[src/rtl/cpu_defs.sv]
// Shared CPU definitions: divider width, iteration count and FSM state type.
package cpu_defs;

    localparam int unsigned WIDTH     = 32;
    localparam int unsigned DIV_ITERS = WIDTH;

    typedef enum logic [1:0] {
        IDLE = 2'd0,
        BUSY = 2'd1,
        DONE = 2'd2
    } div_state_t;

endpackage

[src/rtl/div_unit.sv]
// Multi-cycle restoring radix-2 divider for DIV/DIVU, one quotient bit per cycle.
// Results are registered and held in DONE until the E stage is released.
module div_unit #(
    parameter int unsigned WIDTH = cpu_defs::WIDTH
) (
    input  logic             clk,
    input  logic             resetn,
    input  logic             en,
    input  logic             sign,
    input  logic [WIDTH-1:0] a,
    input  logic [WIDTH-1:0] b,
    input  logic             e_stall,
    input  logic             flush,
    output logic             ready,
    output logic [WIDTH-1:0] quot,
    output logic [WIDTH-1:0] rem
);

    import cpu_defs::*;

    localparam int unsigned CNT_W = $clog2(WIDTH) + 1;
    localparam logic [CNT_W-1:0] LAST_ITER = CNT_W'(WIDTH - 1);

    div_state_t       state_q, state_d;
    logic [CNT_W-1:0] cnt_q, cnt_d;
    logic [WIDTH-1:0] part_q, part_d;   // partial remainder, then final remainder
    logic [WIDTH-1:0] quo_q, quo_d;     // dividend bits shift out as quotient bits shift in
    logic [WIDTH-1:0] div_q, div_d;
    logic             quot_neg_q, quot_neg_d;
    logic             rem_neg_q, rem_neg_d;

    logic [WIDTH-1:0] a_mag, b_mag;
    logic [WIDTH:0]   shifted;
    logic [WIDTH-1:0] diff;
    logic             borrow;
    logic [WIDTH-1:0] rem_step, quo_step;

    assign a_mag = (sign && a[WIDTH-1]) ? -a : a;
    assign b_mag = (sign && b[WIDTH-1]) ? -b : b;

    // Restoring step: trial-subtract divisor from the shifted partial remainder.
    assign shifted  = {part_q, quo_q[WIDTH-1]};
    assign borrow   = shifted < {1'b0, div_q};
    assign diff     = shifted[WIDTH-1:0] - div_q;
    assign rem_step = borrow ? shifted[WIDTH-1:0] : diff;
    assign quo_step = {quo_q[WIDTH-2:0], ~borrow};

    always_comb begin
        state_d    = state_q;
        cnt_d      = cnt_q;
        part_d     = part_q;
        quo_d      = quo_q;
        div_d      = div_q;
        quot_neg_d = quot_neg_q;
        rem_neg_d  = rem_neg_q;

        if (flush) begin
            state_d = IDLE;
        end else begin
            unique case (state_q)
                IDLE: begin
                    if (en) begin
                        cnt_d      = '0;
                        div_d      = b_mag;
                        quot_neg_d = sign & (a[WIDTH-1] ^ b[WIDTH-1]);
                        rem_neg_d  = sign & a[WIDTH-1];
                        if (b == '0) begin
                            quo_d   = '1;
                            part_d  = a;
                            state_d = DONE;
                        end else begin
                            quo_d   = a_mag;
                            part_d  = '0;
                            state_d = BUSY;
                        end
                    end
                end
                BUSY: begin
                    cnt_d = cnt_q + 1'b1;
                    if (cnt_q == LAST_ITER) begin
                        // Sign correction folds into the last step so DONE sees final values.
                        quo_d   = quot_neg_q ? -quo_step : quo_step;
                        part_d  = rem_neg_q ? -rem_step : rem_step;
                        state_d = DONE;
                    end else begin
                        quo_d  = quo_step;
                        part_d = rem_step;
                    end
                end
                DONE: begin
                    if (!e_stall) begin
                        state_d = IDLE;
                    end
                end
                default: state_d = IDLE;
            endcase
        end
    end

    always_ff @(posedge clk or negedge resetn) begin
        if (!resetn) begin
            state_q    <= IDLE;
            cnt_q      <= '0;
            part_q     <= '0;
            quo_q      <= '0;
            div_q      <= '0;
            quot_neg_q <= 1'b0;
            rem_neg_q  <= 1'b0;
        end else begin
            state_q    <= state_d;
            cnt_q      <= cnt_d;
            part_q     <= part_d;
            quo_q      <= quo_d;
            div_q      <= div_d;
            quot_neg_q <= quot_neg_d;
            rem_neg_q  <= rem_neg_d;
        end
    end

    assign ready = (state_q == DONE);
    assign quot  = quo_q;
    assign rem   = part_q;

endmodule

[config.mk]
export PLATFORM = sky130hd
export DESIGN_NAME = div_unit
export DESIGN_NICKNAME = d
export VERILOG_FILES = /design/src/rtl/cpu_defs.sv /design/src/rtl/div_unit.sv
export SDC_FILE = /design/constraint.sdc
export NUM_CORES = 1
export LEC_CHECK = 0
export ABC_AREA = 1
export CORE_UTILIZATION = 30
export DETAILED_ROUTE_END_ITERATION = 10
export PLACE_DENSITY = 0.56
export SETUP_SLACK_MARGIN = 0.2
export SLEW_MARGIN = 15
export SYNTH_ARGS = -nofsm -noshare
export SYNTH_HDL_FRONTEND = slang
export SYNTH_SLANG_ARGS = --single-unit
[constraint.sdc]
create_clock -name clk -period 4.45 [get_ports clk]
set_input_delay 1.1125 -clock clk [delete_from_list [all_inputs] [get_ports clk]]
set_output_delay 1.1125 -clock clk [all_outputs]
set_load 0.1 [all_outputs]
### After elaboration in Yosys (flattened, before gate mapping)

Index checks and enable logic that the tools add are counted.

| operators by class | value |
|---|---|
| add/subtract/negate cells | 6 |
| bitwise operators | 5 |
| magnitude comparators | 1 |
| equality and inequality tests | 7 |
| mux-type cells | 21 |
| reductions and logical operators | 8 |

Operator list:

| kind | count |
|---|---|
| $mux W32 | 11 |
| $neg A32 Y32 | 4 |
| $pmux W32 S2 | 2 |
| $lt A33 B32 Y1 | 1 |
| $logic_not A32 Y1 | 1 |
| $sub A32 B32 Y32 | 1 |
| $pmux W6 S2 | 1 |
| $mux W2 | 5 |
| $ne A3 B3 Y1 const B | 3 |
| $reduce_and A3 Y1 | 3 |
| $add A6 B1 Y6 const B | 1 |
| $eq A6 B5 Y1 const B | 1 |
| $mux W6 | 1 |
| $pmux W2 S3 | 1 |
| $and A1 B1 Y1 | 2 |
| $eq A2 B1 Y1 const B | 1 |
| $eq A2 B2 Y1 const B | 1 |
| $logic_and A1 B1 Y1 | 2 |
| $logic_not A2 Y1 | 1 |
| $ne A2 B2 Y1 const B | 1 |
| $not A1 Y1 | 2 |
| $reduce_bool A2 Y1 | 1 |
| $xor A1 B1 Y1 | 1 |

| storage, ports and cells | value |
|---|---|
| logic and storage cells | 55 |
| register bits after elaboration | 106 |
| output and inout port bits | 65 |
| input port bits | 70 |

### Longest topological paths before layout

Gate-level depths: netlist (run 1).

| logic depth | value |
|---|---|
| depth in word-level cells | 6 |
| depth in mapped cells | 28 |
| depth with buffers taken out | 27 |

### Worst setup path before layout (run 1)

No wires, ideal clock.

| timing path | value |
|---|---|
| kind | reg-to-reg |
| start point | register part_q[27], in the netlist rem[27] |
| end point | register quo_q[26], in the netlist quot[26] |
| slack | 235 ps |
| buffers on the path | 1 |
| stages on the path, launching flop included | 23 |
| arrival time | 4132 ps |
| library setup time | 82 ps |
| period minus slack after synthesis | 4215 ps |
| data required time | 4368 ps |
| cells stage by stage | dfrtp_1 > ha_1 > a21oi_1 > o21ai_1 > nand2_1 > nand2_1 > a21oi_4 > nand2_8 > inv_1 > buf_6 > ha_1 > nand3_1 > nor3_1 > nand3_1 > nor3_2 > inv_1 > nor3_1 > a21oi_1 > inv_1 > o21ai_0 > a21oi_1 > o21ai_0 > a31oi_1 |

| on the way | value |
|---|---|
| cells in the longest elaborated chain, start to end | 6 |

RTL lines:

| item | RTL line | text |
|---|---|---|
| start, declared | div_unit.sv:26 | `logic [WIDTH-1:0] part_q, part_d;` |
| start signal, assigned | div_unit.sv:112 | `part_q <= part_d;` |
| $lt A33 B32 Y1 | div_unit.sv:43 | `assign borrow = shifted < {1'b0, div_q};` |
| $not A1 Y1 | div_unit.sv:46 | `assign quo_step = {quo_q[WIDTH-2:0], ~borrow};` |
| $neg A32 Y32 | div_unit.sv:82 | `quo_d = quot_neg_q ? -quo_step : quo_step;` |
| $mux W32 | div_unit.sv:82 |  |
| $mux W32 | div_unit.sv:80 | `if (cnt_q == LAST_ITER) begin` |
| $pmux W32 S2 | div_unit.sv:60 | `unique case (state_q)` |
| end signal, assigned | div_unit.sv:113 | `quo_q <= quo_d;` |
| end, declared | div_unit.sv:27 | `logic [WIDTH-1:0] quo_q, quo_d;` |

No other way between the ends.
A chain may end at the register's enable or synchronous reset.

### Worst setup path in the final report (run 1)

| timing path | value |
|---|---|
| start point | register part_q[20], in the netlist rem[20] |
| end point | register part_q[29], in the netlist rem[29] |

| on the way | value |
|---|---|
| cells in the longest elaborated chain, start to end | 6 |
| elaborated cells between the ends (all ways) | 7 |
| classes of those cells | add/sub: 2; order compare: 1; mux: 4 |

RTL lines:

| item | RTL line | text |
|---|---|---|
| $sub A32 B32 Y32 / $lt A33 B32 Y1 (equally long branches) | div_unit.sv:44, div_unit.sv:43 |  |
| $mux W32 (*) | div_unit.sv:45 | `assign rem_step = borrow ? shifted[WIDTH-1:0] : diff;` |
| $neg A32 Y32 | div_unit.sv:83 | `part_d = rem_neg_q ? -rem_step : rem_step;` |
| $mux W32 | div_unit.sv:83 |  |
| $mux W32 (*) | div_unit.sv:80 |  |
| $pmux W32 S2 (*) | div_unit.sv:60 |  |

Every way passes the cells marked *; elsewhere a longest branch is shown, timed or not.

==> results of run 1 <==
==> sequential cells by signal, indices dropped and copies added (netlist names) <==
register	flops
quot	32
state_q	2
rem	32
div_q	32
cnt_q	6
rem_neg_q	1
quot_neg_q	1
==> placed cells by master (no fill, tap or decap), types with 10 or more instances in the layout <==
master and instances:
or2_2 10, xnor2_1 13, nand2_1 528, nor2_2 10, dfrtp_1 106, buf_4 50, a31oi_1 27, a211oi_1 13
nor3_1 29, clkdlybuf4s50_1 133, nand4_1 28, o21ai_0 124, nand3_1 149, xor2_1 67, nand2_2 17, inv_1 271
nor2_1 180, ha_1 37, a21oi_1 80
==> area by class of cell <==
cell class	count	area, µm²	share of cell area [%]
Clock buffer	9	225	1.67
Clock inverter	7	91.3	0.678
Inverter	281	1050	7.83
Multi-Input combinational cell	1397	7150	53.0
Sequential cell	106	2650	19.7
Tap cell	468	586	4.34
Timing Repair Buffer	184	1720	12.7
==> cells by family (layout without fill, tap and decap cells) <==
| logic type | after synthesis | count (layout) |
|---|---|---|
| compound gates | 292 | 292 |
| xor+xnor | 80 | 80 |
| fa+ha+maj | 38 | 38 |
| buf+inv | 337 | 481 |
| flops | 106 | 106 |
| simple gates | 987 | 987 |
==> through the flow <==
step | utilization (%) | power (mW) | cell area [µm²] | setup WS, ps | hold WS (ps)
3_3_place_gp | 36.0 | 7.27 | 13200 | 353 | 471
3_5_place_dp | 36.0 | 7.29 | 13200 | 244 | 472
4_1_cts | 36.9 | 8.22 | 13500 | 547 | 493
2_1_floorplan | - | 5.73 | 11100 | 235 | 453
6_report | 36.9 | 8.23 | 13500 | 545 | 490
5_1_grt | 36.9 | 8.89 | 13500 | 276 | 520
==> worst max path at each step <==
| stage | from | endpoint | cells past startpoint |
|---|---|---|---|
| global placement | b[1] | rem[3] | 18 |
| detailed placement | b[1] | rem[4] | 18 |
| CTS | rem[2] | quot[26] | 25 |
| floorplan | rem[27] | quot[26] | 22 |
| finish | rem[20] | rem[29] | 20 |
| global route | rem[21] | rem[29] | 20 |
==> metal layers <==
layer | up-vias | routed length (µm) | GRT usage, %
met2 | 301 | 20200 | 38.4
met1 | 5792 | 20400 | 31.7
met3 | 45 | 1740 | 2.45
li1 | 6193 | - | -
met4 | 0 | 997 | 6.94
met5 | - | 0 | 0
==> tightest hold or removal path, stage by stage, from the launching register on <==
cell and delay, ps:
dfrtp_1 350, nand2_1 50, o21ai_0 60
==> power groups by stage <==
stage          clock network [mW]  logic [mW]  registers (mW)
3_5_place_dp                    0        5.73            1.56
5_1_grt                     0.948        6.37            1.57
3_3_place_gp                    0        5.71            1.56
2_1_floorplan                   0        3.05            2.68
6_report                    0.903        5.79            1.54
4_1_cts                     0.915        5.76            1.54
==> synth_stat cells, types with 5 or more instances <==
cell      instances
nand2_1         529
inv_1           272
nor2_1          181
nand3_1         149
o21ai_0         124
dfrtp_1         106
a21oi_1          80
xor2_1           67
clkbuf_1         39
ha_1             37
nor3_1           31
nand4_1          28
a31oi_1          27
nand2_2          16
a211oi_1         13
xnor2_1          13
nor2_2           10
or2_2            10
o21ai_1           9
nor4_1            7
a22oi_1           6
inv_2             6
buf_2             5
buf_6             5
nand3b_1          5
o211ai_1          5
o21bai_1          5
==> timing repair <==
action | CTS | global route
setup endpoints to repair | 0 | 2
hold endpoints to repair | 0 | 0
resized for setup | 0 | 1
==> results.ini, run 1 <==
[cells_and_area]
n_antenna_cell=0
instances_no_fill=2452
n_fill_cell=3959
fin_nets=2087
syn_to_final_growth_pct=21.5
drive_gt1_share_pct=7.11

[die]
row_count=70
chipWidth_um=194
die_area_um2=37800
start_util_pct=30.4
core_area_um2=36500
pin_count=135
dieHeight_um=194

[placement]
portBuffers=134
place_inst=2436
gp_congestion=0.936
dp_hpwl_mm=35.5

[routing]
antenna_left=0
avgRoutedWirePerCell_um=17.7
drcViolationCount=0
viasPerCell=5.03
drt_pass1_iterations=7
num_vias=12300
routed_wirelength_mm=43.3
dr.first_iter.drc_count=1227

[synth]
syn-instance-count=1840
synthAdderAreaFrac_pct=4.35
synth-xor-area-share_pct=6.31
synth_top_cell_by_area=dfrtp_1
synth-seq-area-share_pct=23.9
synth_mux_area_share_pct=0
syn_area_per_cell_um2=6.03
synth_top_area_share_pct=23.9
ys_ff_latch=106
syn_area_um2=11100
ys_warn_count=0
synth_compound_area_share_pct=15.0
async_flop_share_pct=100
synth_simple_gate_area_share_pct=38.6
yosys_most_used_dff=dfrtp_1
synth_top_family_by_area=simple AND/OR/NAND/NOR gates
synth_edf_count=0
synth.distinct_cells=54
synth_area_leaders=dfrtp_1 (24%), nand2_1 (18%), inv_1 (9.2%)
synth.net_count=1948

[timing]
setup_viol=0
fin_crit_ps=3910
finalHoldViolCount=0
rsz0062_at_grt=no
fin_setup_tns_ps=0
fmax_ghz=0.256
slew_headroom_pct=33.2
fin_skew_ps=20.9
period_share_pct=87.8
worstMarginPinSlew_ps=998
slew_violations=0

[power_and_ir_drop]
combPwrFrac_pct=70.3
p_seq_share_pct=18.7
p_leak_nw=6.71
clockPowerShare_pct=11.0
p_int_mw=3.30
switchingPower_mw=4.92
p_per_area_nw_per_um2=610
peakVddDrop_mv=0.289
switching_share_pct=59.9

[setup_path]
cp_common_cell=nand2_1
r2r_slack_ps=540
reg2reg_depth=20
crit_path_max_fanout=38
critPathMaxStageDelay_ps=460
critPathKind=flop to flop
crit_family=simple AND/OR/NAND/NOR gates
arrival_ps=4200
reg2reg_from=rem[20]
startpoint_type=flop
crit_required_ps=4740
slowest_stage=dfrtp_1
regToRegEndpoint=rem[29]
critical_path_buf_inv_count=3
end_kind=flop
cp_cell_sequence=ha_1 > nand2_1 > nor2_1 > inv_1 > o21ai_2 > a21oi_4 > nand2_8 > buf_4 > buf_4 > nand2_1 > nand2_1 > nand2_1 > nor2_1 > nand2_1 > a21oi_4 > nand3_1 > nand2_1 > nand3_1 > nand2_1 > nand2_1

[cts]
root_buffer=clkbuf_16
htreeDepth=3
insertion_delay_ps=390
clk_pin_slew_worst_paths_ps=100
cts_inserted_buffers=9
cts_sinks=106
post-cts-setup-buffers=0
cts_buffer_depth=2
cts_tree=yes
hold_buffers=0

[global_routing]
grt_start_max_net_pins=76
grtUsageTotal_pct=23.2
grt_pass1_vias=11900
antenna_found_initial=0
grt_pass1_wl_mm=67.6
grt_overflow=0

[min_path]
hp-start=div_q[20]
min_path_type=flop to flop
hold_path_end=div_q[20]
hold_path_depth=2

[flow_run]
cap_violations=0

[run_status]
status=complete, no violations

Power figures use the tool's default switching activity.
==> inputs of run 2 (changes only) <==
- ABC_CLOCK_PERIOD_IN_PS: default -> 4450
==> results of run 2 <==
No change in the layout: final DEF, timing and power equal those of run 1.
